===== src/rtl/fft_seq_if.sv =====
// Control and RAM/butterfly-side signals of the FFT stage sequencer.
// master = CSR/control side (drives start/hold), slave = sequencer.
interface fft_seq_if #(
    parameter int LOG2N = 6
);
    logic             start;
    logic             hold;
    logic             busy;
    logic             done;
    logic [3:0]       stage;
    logic             rd_en;
    logic [LOG2N-1:0] rd_addr_a;
    logic [LOG2N-1:0] rd_addr_b;
    logic [LOG2N-2:0] tw_idx;
    logic             bypass;
    logic             wb_en;
    logic [LOG2N-1:0] wb_addr_a;
    logic [LOG2N-1:0] wb_addr_b;

    modport master (
        output start, hold,
        input  busy, done, stage, rd_en, rd_addr_a, rd_addr_b, tw_idx, bypass,
               wb_en, wb_addr_a, wb_addr_b
    );

    modport slave (
        input  start, hold,
        output busy, done, stage, rd_en, rd_addr_a, rd_addr_b, tw_idx, bypass,
               wb_en, wb_addr_a, wb_addr_b
    );
endinterface


===== src/rtl/fft_stage_sequencer.sv =====
// In-place radix-2 DIT FFT sequencer: one butterfly issue per cycle, write-back tracking, stage drains.
// Define FFT_SEQ_BITREV_EN to add a bit-reversal permutation pass ahead of stage 0.
module fft_stage_sequencer #(
    parameter int LOG2N  = 6,
    parameter int BF_LAT = 3
) (
    input  logic      clk,
    input  logic      reset,
    fft_seq_if.slave  bus
);
    localparam int N      = 1 << LOG2N;
    localparam int HALFN  = N / 2;
    localparam int DCNT_W = $clog2(BF_LAT + 1);

    typedef enum logic [2:0] {S_IDLE, S_BREV, S_ISSUE, S_DRAIN, S_DONE} state_t;

    state_t              r_state;
    logic [LOG2N-1:0]    r_k;
    logic [3:0]          r_stage;
    logic [DCNT_W-1:0]   r_dcnt;
    logic                r_busy;
    logic                r_done;
    logic                r_pass;

    logic                r_pv [BF_LAT];
    logic [LOG2N-1:0]    r_pa [BF_LAT];
    logic [LOG2N-1:0]    r_pb [BF_LAT];

    logic                w_rd_en;
    logic                w_adv;
    logic                w_last;
    logic                w_bypass;
    logic [LOG2N-1:0]    w_half;
    logic [LOG2N-1:0]    w_pos;
    logic [LOG2N-1:0]    w_grp;
    logic [LOG2N-1:0]    w_a;
    logic [LOG2N-1:0]    w_b;
    logic [LOG2N-2:0]    w_tw;
    logic [LOG2N-1:0]    w_wa;
    logic [LOG2N-1:0]    w_wb;

`ifdef FFT_SEQ_BITREV_EN
    logic [LOG2N-1:0]    w_rev;

    function automatic logic [LOG2N-1:0] bitrev(input logic [LOG2N-1:0] v);
        for (int j = 0; j < LOG2N; j++) bitrev[j] = v[LOG2N-1-j];
    endfunction
`endif

    always_comb begin
        w_rd_en  = 1'b0;
        w_adv    = 1'b0;
        w_last   = 1'b0;
        w_bypass = 1'b0;
        w_half   = '0;
        w_pos    = '0;
        w_grp    = '0;
        w_a      = '0;
        w_b      = '0;
        w_tw     = '0;
        w_wa     = '0;
        w_wb     = '0;
`ifdef FFT_SEQ_BITREV_EN
        w_rev    = bitrev(r_k);
`endif
        case (r_state)
            S_ISSUE: begin
                w_adv   = !bus.hold;
                w_rd_en = !bus.hold;
                w_last  = (r_k == LOG2N'(HALFN - 1));
                w_half  = LOG2N'(1) << r_stage;
                w_pos   = r_k & (w_half - 1'b1);
                w_grp   = r_k >> r_stage;
                w_a     = (w_grp << (r_stage + 4'd1)) | w_pos;
                w_b     = w_a + w_half;
                // pos < 2^s, so it fits the narrower twiddle index before scaling
                w_tw    = w_pos[LOG2N-2:0] << (LOG2N - 1 - r_stage);
                w_wa    = w_a;
                w_wb    = w_b;
            end
`ifdef FFT_SEQ_BITREV_EN
            S_BREV: begin
                w_adv    = !bus.hold;
                w_rd_en  = !bus.hold && (r_k < w_rev);
                w_bypass = w_rd_en;
                w_last   = (r_k == LOG2N'(N - 1));
                w_a      = r_k;
                w_b      = w_rev;
                w_wa     = w_rev;
                w_wb     = r_k;
            end
`endif
            default: ;
        endcase
        if (!w_rd_en) begin
            w_a  = '0;
            w_b  = '0;
            w_tw = '0;
            w_wa = '0;
            w_wb = '0;
        end
    end

    always_ff @(posedge clk) begin
        if (reset) begin
            r_state <= S_IDLE;
            r_k     <= '0;
            r_stage <= '0;
            r_dcnt  <= '0;
            r_busy  <= 1'b0;
            r_done  <= 1'b0;
            r_pass  <= 1'b0;
        end else begin
            r_done <= 1'b0;
            case (r_state)
                S_IDLE: if (bus.start) begin
                    r_busy  <= 1'b1;
                    r_k     <= '0;
                    r_stage <= '0;
`ifdef FFT_SEQ_BITREV_EN
                    r_state <= S_BREV;
                    r_pass  <= 1'b1;
`else
                    r_state <= S_ISSUE;
`endif
                end
                S_BREV, S_ISSUE: if (w_adv) begin
                    r_k <= w_last ? '0 : r_k + 1'b1;
                    if (w_last) begin
                        r_state <= S_DRAIN;
                        r_dcnt  <= '0;
                    end
                end
                // Hold off the next stage until the last result has been written back
                S_DRAIN: begin
                    if (r_dcnt == DCNT_W'(BF_LAT - 1)) begin
                        if (r_pass) begin
                            r_pass  <= 1'b0;
                            r_state <= S_ISSUE;
                        end else if (r_stage == 4'(LOG2N - 1)) begin
                            r_state <= S_DONE;
                            r_stage <= '0;
                            r_busy  <= 1'b0;
                            r_done  <= 1'b1;
                        end else begin
                            r_stage <= r_stage + 4'd1;
                            r_state <= S_ISSUE;
                        end
                    end else begin
                        r_dcnt <= r_dcnt + 1'b1;
                    end
                end
                S_DONE:  r_state <= S_IDLE;
                default: r_state <= S_IDLE;
            endcase
        end
    end

    // Write-back pipe: advances every cycle, hold only stops new entries
    always_ff @(posedge clk) begin
        if (reset) begin
            for (int i = 0; i < BF_LAT; i++) begin
                r_pv[i] <= 1'b0;
                r_pa[i] <= '0;
                r_pb[i] <= '0;
            end
        end else begin
            r_pv[0] <= w_rd_en;
            r_pa[0] <= w_wa;
            r_pb[0] <= w_wb;
            for (int i = 1; i < BF_LAT; i++) begin
                r_pv[i] <= r_pv[i-1];
                r_pa[i] <= r_pa[i-1];
                r_pb[i] <= r_pb[i-1];
            end
        end
    end

    assign bus.busy      = r_busy;
    assign bus.done      = r_done;
    assign bus.stage     = r_stage;
    assign bus.rd_en     = w_rd_en;
    assign bus.rd_addr_a = w_a;
    assign bus.rd_addr_b = w_b;
    assign bus.tw_idx    = w_tw;
    assign bus.bypass    = w_bypass;
    assign bus.wb_en     = r_pv[BF_LAT-1];
    assign bus.wb_addr_a = r_pa[BF_LAT-1];
    assign bus.wb_addr_b = r_pb[BF_LAT-1];
endmodule


===== src/flat_wrapper.sv =====
// flat-port wrapper written by rule: the top's interface ports become plain ports
module fft_stage_sequencer_flat 
#(
    parameter int LOG2N  = 6,
    parameter int BF_LAT = 3
)
  (clk, reset, bus_start, bus_hold, bus_busy, bus_done, bus_stage, bus_rd_en, bus_rd_addr_a, bus_rd_addr_b, bus_tw_idx, bus_bypass, bus_wb_en, bus_wb_addr_a, bus_wb_addr_b);
  fft_seq_if #(.LOG2N(LOG2N)) bus_i ();
  input  logic clk;
  input  logic reset;
  input wire logic [$bits(bus_i.start)-1:0] bus_start;
  input wire logic [$bits(bus_i.hold)-1:0] bus_hold;
  output wire logic [$bits(bus_i.busy)-1:0] bus_busy;
  output wire logic [$bits(bus_i.done)-1:0] bus_done;
  output wire logic [$bits(bus_i.stage)-1:0] bus_stage;
  output wire logic [$bits(bus_i.rd_en)-1:0] bus_rd_en;
  output wire logic [$bits(bus_i.rd_addr_a)-1:0] bus_rd_addr_a;
  output wire logic [$bits(bus_i.rd_addr_b)-1:0] bus_rd_addr_b;
  output wire logic [$bits(bus_i.tw_idx)-1:0] bus_tw_idx;
  output wire logic [$bits(bus_i.bypass)-1:0] bus_bypass;
  output wire logic [$bits(bus_i.wb_en)-1:0] bus_wb_en;
  output wire logic [$bits(bus_i.wb_addr_a)-1:0] bus_wb_addr_a;
  output wire logic [$bits(bus_i.wb_addr_b)-1:0] bus_wb_addr_b;
  assign bus_i.start = bus_start;
  assign bus_i.hold = bus_hold;
  assign bus_busy = bus_i.busy;
  assign bus_done = bus_i.done;
  assign bus_stage = bus_i.stage;
  assign bus_rd_en = bus_i.rd_en;
  assign bus_rd_addr_a = bus_i.rd_addr_a;
  assign bus_rd_addr_b = bus_i.rd_addr_b;
  assign bus_tw_idx = bus_i.tw_idx;
  assign bus_bypass = bus_i.bypass;
  assign bus_wb_en = bus_i.wb_en;
  assign bus_wb_addr_a = bus_i.wb_addr_a;
  assign bus_wb_addr_b = bus_i.wb_addr_b;
  fft_stage_sequencer #(.LOG2N(LOG2N), .BF_LAT(BF_LAT)) u_core (.clk(clk), .reset(reset), .bus(bus_i));
endmodule

===== config.mk =====
export PLATFORM = sky130hd
export DESIGN_NAME = fft_stage_sequencer_flat
export DESIGN_NICKNAME = d
export VERILOG_FILES = /design/src/rtl/fft_seq_if.sv /design/src/rtl/fft_stage_sequencer.sv /design/src/flat_wrapper.sv
export SDC_FILE = /design/constraint.sdc
export NUM_CORES = 1
export LEC_CHECK = 0
export ABC_CLOCK_PERIOD_IN_PS = 11150
export CORE_ASPECT_RATIO = 0.9
export CORE_UTILIZATION = 55
export DETAILED_ROUTE_END_ITERATION = 8
export PLACE_DENSITY = 0.86
export SLEW_MARGIN = 20
export SYNTH_ARGS = -nofsm -noshare
export SYNTH_HDL_FRONTEND = slang
export SYNTH_SLANG_ARGS = --single-unit

===== constraint.sdc =====
create_clock -name clk -period 11.15 [get_ports clk]
set_clock_uncertainty 0.15 [all_clocks]
set_input_delay 2.23 -clock clk [delete_from_list [all_inputs] [get_ports clk]]
set_output_delay 2.23 -clock clk [all_outputs]
set_load 0.01 [all_outputs]

### After elaboration in Yosys (flattened, before gate mapping)

Memory sizes are Yosys's and may differ from the RTL's.
Index checks and enable logic that the tools add are counted.

| cells by class | value |
|---|---|
| mux-type cells | 43 |
| shift operators | 4 |
| add/sub/neg operators | 6 |
| equality and inequality tests | 12 |
| reduce and logical (&&, ||, !) cells | 12 |
| bitwise operators | 13 |

Operators by type and width:

| cell | count |
|---|---|
| 6-bit 2-to-1 mux | 13 |
| 5-bit by 32-bit left shift with 5-bit output | 1 |
| 3-bit 2-to-1 mux | 5 |
| 1-bit 2-to-1 mux | 12 |
| 4-bit 2-to-1 mux | 3 |
| 6-bit one-hot mux with 2 select lines | 1 |
| 4-bit AND reduction | 3 |
| 5-bit 2-to-1 mux | 2 |
| 1-bit OR | 9 |
| 3-bit one-hot mux with 3 select lines | 1 |
| 2-bit by 1-bit inequality test with 1-bit output, second input constant | 4 |
| 4-bit one-hot mux with 2 select lines | 1 |
| 6-bit by 1-bit adder with 6-bit output, second input constant | 1 |
| 6-bit adder | 1 |
| 6-bit AND | 1 |
| 3-bit by 2-bit equality test with 1-bit output, second input constant | 2 |
| 6-bit by 5-bit equality test with 1-bit output, second input constant | 1 |
| 2-bit 2-to-1 mux | 3 |
| 6-bit OR | 1 |
| 3-bit AND reduction | 2 |
| 2-bit nonzero test | 3 |
| 1-bit by 4-bit left shift with 6-bit output, first input constant | 1 |
| 6-bit by 4-bit left shift with 6-bit output | 1 |
| 6-bit by 4-bit >> shifter with 6-bit output | 1 |
| 15 further kinds | 17 |

| word-level totals | value |
|---|---|
| bits of input ports | 4 |
| RAM bits | 39 |
| memories kept | 3 |
| output and inout port bits | 38 |
| register bits after elaboration | 17 |

Memories:

| memory | depth | width | read ports | clocked after memory_dff | wr ports | line | text |
|---|---|---|---|---|---|---|---|
| u_core.r_pa | 3 | 6 | 3 | 0 | 3 | fft_stage_sequencer.sv:26 | `logic [LOG2N-1:0] r_pa [BF_LAT];` |
| u_core.r_pb | 3 | 6 | 3 | 0 | 3 | fft_stage_sequencer.sv:27 | `logic [LOG2N-1:0] r_pb [BF_LAT];` |
| u_core.r_pv | 3 | 1 | 3 | 0 | 3 | fft_stage_sequencer.sv:25 | `logic r_pv [BF_LAT];` |

### Depth between registers and ports, before layout

Gate-level depths: netlist of the first run.

| logic depth | value |
|---|---|
| word-level depth | 8 |
| gate-level depth with buffers | 19 |
| mapped depth without buffers | 16 |

### Worst setup path before layout of the first run

OpenSTA, ideal clock, no wires.

| path | value |
|---|---|
| path type | reg-to-output |
| start | reg u_core.r_stage[1] (netlist: u_core.bus.stage[1]) |
| end | out bus_rd_addr_b[5] |
| data required time | 8.770 ns |
| data arrival time | 3.564 ns |
| slack | 5.206 ns |
| stages on the path, launching flop included | 18 |
| path buffers | 3 |
| cells stage by stage | dfxtp_1 -> buf_6 -> clkbuf_1 -> inv_1 -> ha_1 -> clkbuf_1 -> inv_1 -> nand3_1 -> inv_1 -> a21oi_1 -> inv_1 -> ha_1 -> a21o_1 -> a21oi_1 -> o21bai_1 -> a21oi_1 -> xnor3_1 -> nor2_1 |

| between the ends | value |
|---|---|
| longest elaborated chain between the ends | 7 |

Ends and longest elaborated chain:

| what | line | text |
|---|---|---|
| start: declaration | fft_stage_sequencer.sv:19 | `logic [3:0] r_stage;` |
| start signal: assignment | fft_stage_sequencer.sv:146 | `r_stage <= r_stage + 4'd1;` |
| branches (longest 4 deep; another with 4-bit by 1-bit adder with 4-bit output) | - |  |
| 6-bit adder * | fft_stage_sequencer.sv:75 | `w_b = w_a + w_half;` |
| 6-bit 2-to-1 mux * | fft_stage_sequencer.sv:66 | `case (r_state)` |
| 6-bit 2-to-1 mux * | fft_stage_sequencer.sv:95 | `if (!w_rd_en) begin` |
| end: declaration | flat_wrapper.sv:18 | `output wire logic [$bits(bus_i.rd_addr_b)-1:0] bus_rd_addr_b;` |

Every way passes the cells marked *.

### Worst setup path after layout of the first run

Same ends and word-level chain as after synthesis.

==> impl_metrics.ini, run 1 <==
[setup_path]
rr_endpoint = u_core.r_pb[0][5]
path_depth = 15
critPathLaunch = u_core.bus.stage[1]
cp_common_cell = ha_1
worst-r2r-setup-slack_ns = 7.01
crit_path_max_incr_delay_ns = 0.97
critPathBufInv = 3
crit_arrival_ns = 4.82
startpoint_type = register
end_kind = output port
reg2reg_from = u_core.bus.stage[1]
cp_top_family = flip-flops
critPathCapture = bus_rd_addr_b[5]
required_ns = 8.77
path_cells = inv_1, ha_1, nand2_1, ha_1, xor2_1, nand2_1, a21boi_0, inv_1, ha_1, a21oi_1, o21bai_1, a21oi_1, xnor3_1, nor2_1, clkdlybuf4s50_1
path_class = register to output port
path_max_fanout = 26
slowest_stage = dfxtp_1
reg2regPathDepth = 14

[global_route]
grt_max_degree = 44
grt.total_usage_pct = 23.4
grt_first_pass_wirelength_mm = 10.6
overflow = 0
grt_pass1_vias = 2298
antenna_found_initial = 0

[sta]
worst_slew_pin_slew_ns = 0.983
setup-violations-final = 0
period_share_pct = 64.6
max_freq_mhz = 139
slew_headroom_pct = 34.4
tns_ns = 0
rsz0062_at_grt = no
slew_viol_final = 0
hold_violations = 0
period_needed_ns = 7.20
fin_ws_ns = 3.95

[cts]
clock_sinks = 56
path_clk_slew_ns = 0.10
ctsHoldBuffers = 0
cts_buffers = 5
postCtsSetupBuffers = 0
clk_latency_ns = 0.32
cts_buffer_depth = 2
cts_resized = 0
cts-root-buf = clkbuf_8
cts_tree = built
h-tree-depth = 2

[logic_synthesis]
avgSynthCellArea_um2 = 8.50
yosys_warnings = 0
syn_inst = 368
ys_seq_area_share_pct = 35.8
ys.flop_type = dfxtp_1
synth_edf_count = 0
synth.ff_latch_count = 56
yosysUniqueCellTypes = 61
synth_area_um2 = 3130
async_reset_ff_share_pct = 0
syn-num-nets = 389

[detailed_routing]
firstDrtPassIters = 5
drtAntennaViolNets = 0
finalWirelength_mm = 6.40
drc = 0
first_iter_violations = 135
vias = 2493
post_drt_via_cell_ratio = 5.54
avgRoutedWirePerCell_um = 14.2

[hold_path]
hold_class = register to register

[place]
routabilityCongestion = 0.936
post-place-ws_ns = 4.30
post_dp_cell_area_um2 = 3390
io_buffers = 40
place_inst = 442
dp_hpwl_mm = 4.56

[layout]
nNetsFinal = 403
stdcell_area_um2 = 3490
final_cell_mix = 61 x nor2_1, 56 x dfxtp_1, 40 x clkdlybuf4s50_1, 31 x nor2b_1, 21 x inv_1
layout_commonest_cell = nor2_1
drive_gt1_share_pct = 6.01
area_delta_synth_final_pct = 11.5
stdcell_count = 450
diodes = 0

[die]
core_area_um2 = 5350
dieArea_um2 = 5990
die_h_um = 73.5
fp.dieW_um = 81.5
rows = 25
io_pins = 42
start_util_pct = 58.5

[outcome]
status = complete, no violations

[power]
power_density_nw_per_um2 = 99.2
p_leak_nw = 1.41
ir_drop_mv = 0.0800

[flow_run]
cap_violations = 0
## Yosys cell counts, types with 2 or more instances
| master | n | area (µm²) |
|---|---|---|
| a21oi_1 | 16 | 80.1 |
| dfxtp_1 | 56 | 1120 |
| xnor2_1 | 8 | 70.1 |
| or3b_1 | 2 | 17.5 |
| nor2_1 | 61 | 229 |
| or2_2 | 3 | 18.8 |
| a21o_1 | 2 | 15.0 |
| buf_4 | 16 | 120 |
| o21a_1 | 3 | 22.5 |
| buf_6 | 4 | 45.0 |
| and2_1 | 2 | 12.5 |
| nand3_1 | 6 | 30.0 |
| nand2_1 | 17 | 63.8 |
| nand2b_1 | 6 | 37.5 |
| nor3_1 | 9 | 45.0 |
| mux2i_1 | 12 | 120 |
| a22oi_1 | 3 | 22.5 |
| o21ai_0 | 8 | 40.0 |
| xor2_1 | 8 | 70.1 |
| o22ai_1 | 2 | 12.5 |
| ha_1 | 16 | 200 |
| and3_1 | 2 | 12.5 |
| nor2b_1 | 31 | 194 |
| clkbuf_1 | 12 | 45.0 |
| nor4_1 | 2 | 12.5 |
| inv_1 | 21 | 78.8 |
| o2bb2ai_1 | 2 | 17.5 |
| a311oi_1 | 2 | 17.5 |
| o211ai_1 | 2 | 15.0 |
| and3_2 | 3 | 22.5 |
## area by class of cell
cell class,count,area [µm²]
fill,447,1860
multi-input combinational,256,1690
sequential,56,1120
timing repair buffer,41,408
inverter,22,87.6
tap,67,83.8
clock buffer,5,68.8
clock inverter,3,27.5
## registers in the layout, indices dropped and copies added (netlist names)
name and count:
u_core.r_dcnt 2, u_core.r_state 3, u_core.r_pb 18, u_core.bus.busy 1, u_core.bus.stage 4, u_core.r_pv 3
u_core.bus.done 1, u_core.r_pa 18, u_core.r_k 6
## report_power, final
part | leakage, nW | internal, W | switching [W]
Sequential | 0.452 | 0.000202 | 0.00000299
Combinational | 0.911 | 0.0000101 | 0.0000139
Clock | 0.0463 | 0.0000462 | 0.0000707
## through the flow
step	util, %	hold WS (ns)	power (W)
after floorplan	-	0.264	0.000226
after global placement	63.4	0.265	0.000233
after detailed placement	63.4	0.272	0.000233
after CTS	65.2	0.296	0.000347
after global routing	65.2	0.306	0.000359
final	65.2	0.294	0.000346
## worst min path at each step
stage | startpoint | endpoint | slack [ns] | depth (start not counted)
after global routing | u_core.r_pa[0][2] | u_core.r_pa[0][8] | 0.31 | 1
after detailed placement | u_core.r_pb[0][2] | u_core.r_pb[0][8] | 0.27 | 1
after global placement | u_core.r_pb[0][6] | u_core.r_pb[0][12] | 0.27 | 1
after CTS | u_core.r_pb[0][2] | u_core.r_pb[0][8] | 0.30 | 1
final | u_core.r_pb[0][2] | u_core.r_pb[0][8] | 0.29 | 1
after floorplan | u_core.r_pa[0][4] | u_core.r_pa[0][10] | 0.26 | 1
## kinds of logic (layout without fill, tap and decap cells)
kind of cell | Yosys count | count (layout) | synth area share, %
flip-flops | 56 | 56 | 35.8
buffers and inverters | 56 | 71 | 10.1
multiplexers | 13 | 13 | 4.20
other | 1 | 1 | 0.120
AND/OR/NAND/NOR | 152 | 152 | 24.4
adder cells (fa/ha/maj) | 17 | 17 | 7.04
XOR/XNOR | 17 | 17 | 5.20
AO/OA/AOI/OAI | 56 | 56 | 13.0
## metal layers
layer	global-route usage (%)	routed length (µm)	up-vias
met5	0	0	-
met1	30.2	2940	1144
met4	10.7	127	0
met3	5.34	379	15
li1	-	-	1238
met2	37.1	2960	96
Power figures use the tool's default switching activity.
==> run 2: changes to the inputs <==
- ABC_CLOCK_PERIOD_IN_PS: 11150 -> 6400
- CORE_UTILIZATION: 55 -> 50
- PLACE_DENSITY: 0.86 -> 0.83
- clock period: 11.15 -> 6.4 ns (I/O delays scaled with it)
==> run 2 against run 1 <==
Combinational power rose by 75%. Sequential share of layout area fell by 0.17 points. Sequential cell count did not move. Register-to-register slack got worse by 4.2 ns. First-iteration DRC count rose by 27%. Clock-buffer cell count rose by 1. Final cell count rose by 1.3%. Critical endpoint unchanged.
==> impl_metrics.ini, run 2 (synthesis gave the netlist of run 1 again) <==
[die]
start_util_pct = 53.4
io_pins = 42
fp.dieW_um = 85.4
dieArea_um2 = 6580
core_area_um2 = 5860
die_h_um = 77.0
rows = 26

[setup_path]
crit_path_max_incr_delay_ns = 0.80
path_max_fanout = 22
cp_top_family = compound AO/OA/AOI/OAI gates
crit_arrival_ns = 4.19
path_class = register to output port
path_cells = or2_1, nor3_1, o31a_4, a21oi_1, inv_1, ha_1, a21o_1, a21oi_1, o21bai_1, a21oi_1, xnor3_1, nor2_1, clkdlybuf4s50_1
critPathBufInv = 2
startpoint_type = register
slowest_stage = dfxtp_1
cp_common_cell = a21oi_1
required_ns = 4.97
end_kind = output port

[sta]
period_needed_ns = 5.62
setup-violations-final = 0
rsz0062_at_grt = no
period_share_pct = 87.8
slew_viol_final = 0
worst_slew_pin_slew_ns = 0.727
slew_headroom_pct = 51.5
hold_violations = 0
max_freq_mhz = 178
tns_ns = 0

[detailed_routing]
first_iter_violations = 172
post_drt_via_cell_ratio = 5.39
drc = 0
drtAntennaViolNets = 0
finalWirelength_mm = 6.44
vias = 2459
firstDrtPassIters = 4
avgRoutedWirePerCell_um = 14.1

[layout]
nNetsFinal = 406
stdcell_count = 456
final_cell_mix = 61 x nor2_1, 56 x dfxtp_1, 40 x clkdlybuf4s50_1, 31 x nor2b_1, 21 x inv_1
drive_gt1_share_pct = 6.48
diodes = 0
top_regs = u_core.r_pa: 18 flops, u_core.r_pb: 18 flops, u_core.r_k: 6 flops
layout_commonest_cell = nor2_1
area_delta_synth_final_pct = 12.1
stdcell_area_um2 = 3510
fillers = 502

[cts]
clk_latency_ns = 0.30
h-tree-depth = 2
cts-root-buf = clkbuf_8
cts_buffers = 5
path_clk_slew_ns = 0.10
cts_tree = built
cts_buffer_depth = 2
ctsHoldBuffers = 0
clock_sinks = 56
cts_resized = 0
postCtsSetupBuffers = 0

[flow_run]
cap_violations = 0

[global_route]
grt_pass1_vias = 2241
grt_max_degree = 44
grt.total_usage_pct = 20.7
antenna_found_initial = 0
grt_first_pass_wirelength_mm = 11.0
overflow = 0

[place]
routabilityCongestion = 0.913
place_inst = 448
io_buffers = 40
post_dp_cell_area_um2 = 3420
dp_hpwl_mm = 4.67

[hold_path]
hold_class = register to register

[power]
power_density_nw_per_um2 = 168
ir_drop_mv = 0.103
p_leak_nw = 1.42

[outcome]
status = complete, no violations
==> run 2: final cells by class <==
type	count	area (µm²)	share of cell area [%]
Multi-Input combinational cell	256	1690	48.2
Clock buffer	6	72.6	2.07
Timing Repair Buffer	44	430	12.3
Clock inverter	2	16.3	0.464
Inverter	22	87.6	2.50
Tap cell	70	87.6	2.50
Sequential cell	56	1120	32.0
==> run 2: final timing paths <==
path | cells past startpoint | start | slack (ns) | endpoint
max reg2reg | 16 | u_core.bus.stage[0] | 2.79 | u_core.r_pb[0][4]
min reg2reg | 1 | u_core.r_pb[0][3] | 0.29 | u_core.r_pb[0][9]
max | 13 | u_core.bus.stage[3] | 0.78 | bus_rd_addr_b[5]
min | 1 | u_core.r_pb[0][3] | 0.29 | u_core.r_pb[0][9]
==> run 2: power breakdown <==
| part | internal [W] | switching (W) | leakage, nW | total, W |
|---|---|---|---|---|
| registers | 0.000352 | 0.00000523 | 0.452 | 0.000357 |
| logic | 0.0000176 | 0.0000243 | 0.926 | 0.0000419 |
| clock network | 0.0000781 | 0.000111 | 0.0414 | 0.000189 |
| total | 0.000448 | 0.000140 | 1.42 | 0.000588 |
==> run 2: worst register-to-register path, stage by stage, from the launching register on <==
cell and delay [ns]:
dfxtp_1 0.66, inv_6 0.11, ha_1 0.53, inv_1 0.15, nand3_1 0.12, inv_1 0.07
a32oi_1 0.32, inv_1 0.08, ha_1 0.21, inv_1 0.07, fa_1 0.21, inv_1 0.06
a21o_1 0.16, a21oi_1 0.16, xor2_1 0.18, nor2_1 0.09, nor2b_1 0.17
==> run 2: per-layer routing <==
layer  part of all wire (%)  vias up  global-route usage, %
met3                    6.8        6                   3.01
met4                    1.0        0                   6.00
met5                      0        -                      0
li1                       -     1248                      -
met1                     49     1112                   30.1
met2                     44       93                   31.7
==> run 2: stage by stage <==
| stage | hold WS [ns] | total power, W | util, % | worst slack, ns |
|---|---|---|---|---|
| CTS | 0.294 | 0.000593 | 59.9 | 0.780 |
| global route | 0.310 | 0.000610 | 59.9 | 0.418 |
| floorplan | 0.264 | 0.000394 | - | 1.41 |
| detailed placement | 0.270 | 0.000406 | 58.4 | 1.13 |
| global placement | 0.266 | 0.000406 | 58.4 | 1.23 |
| finish | 0.290 | 0.000588 | 59.9 | 0.781 |
==> run 3: changes to the inputs <==
- CAP_MARGIN: not set -> 40
==> results of run 3 <==
Final layout, timing and power as in run 2 (identical DEF).
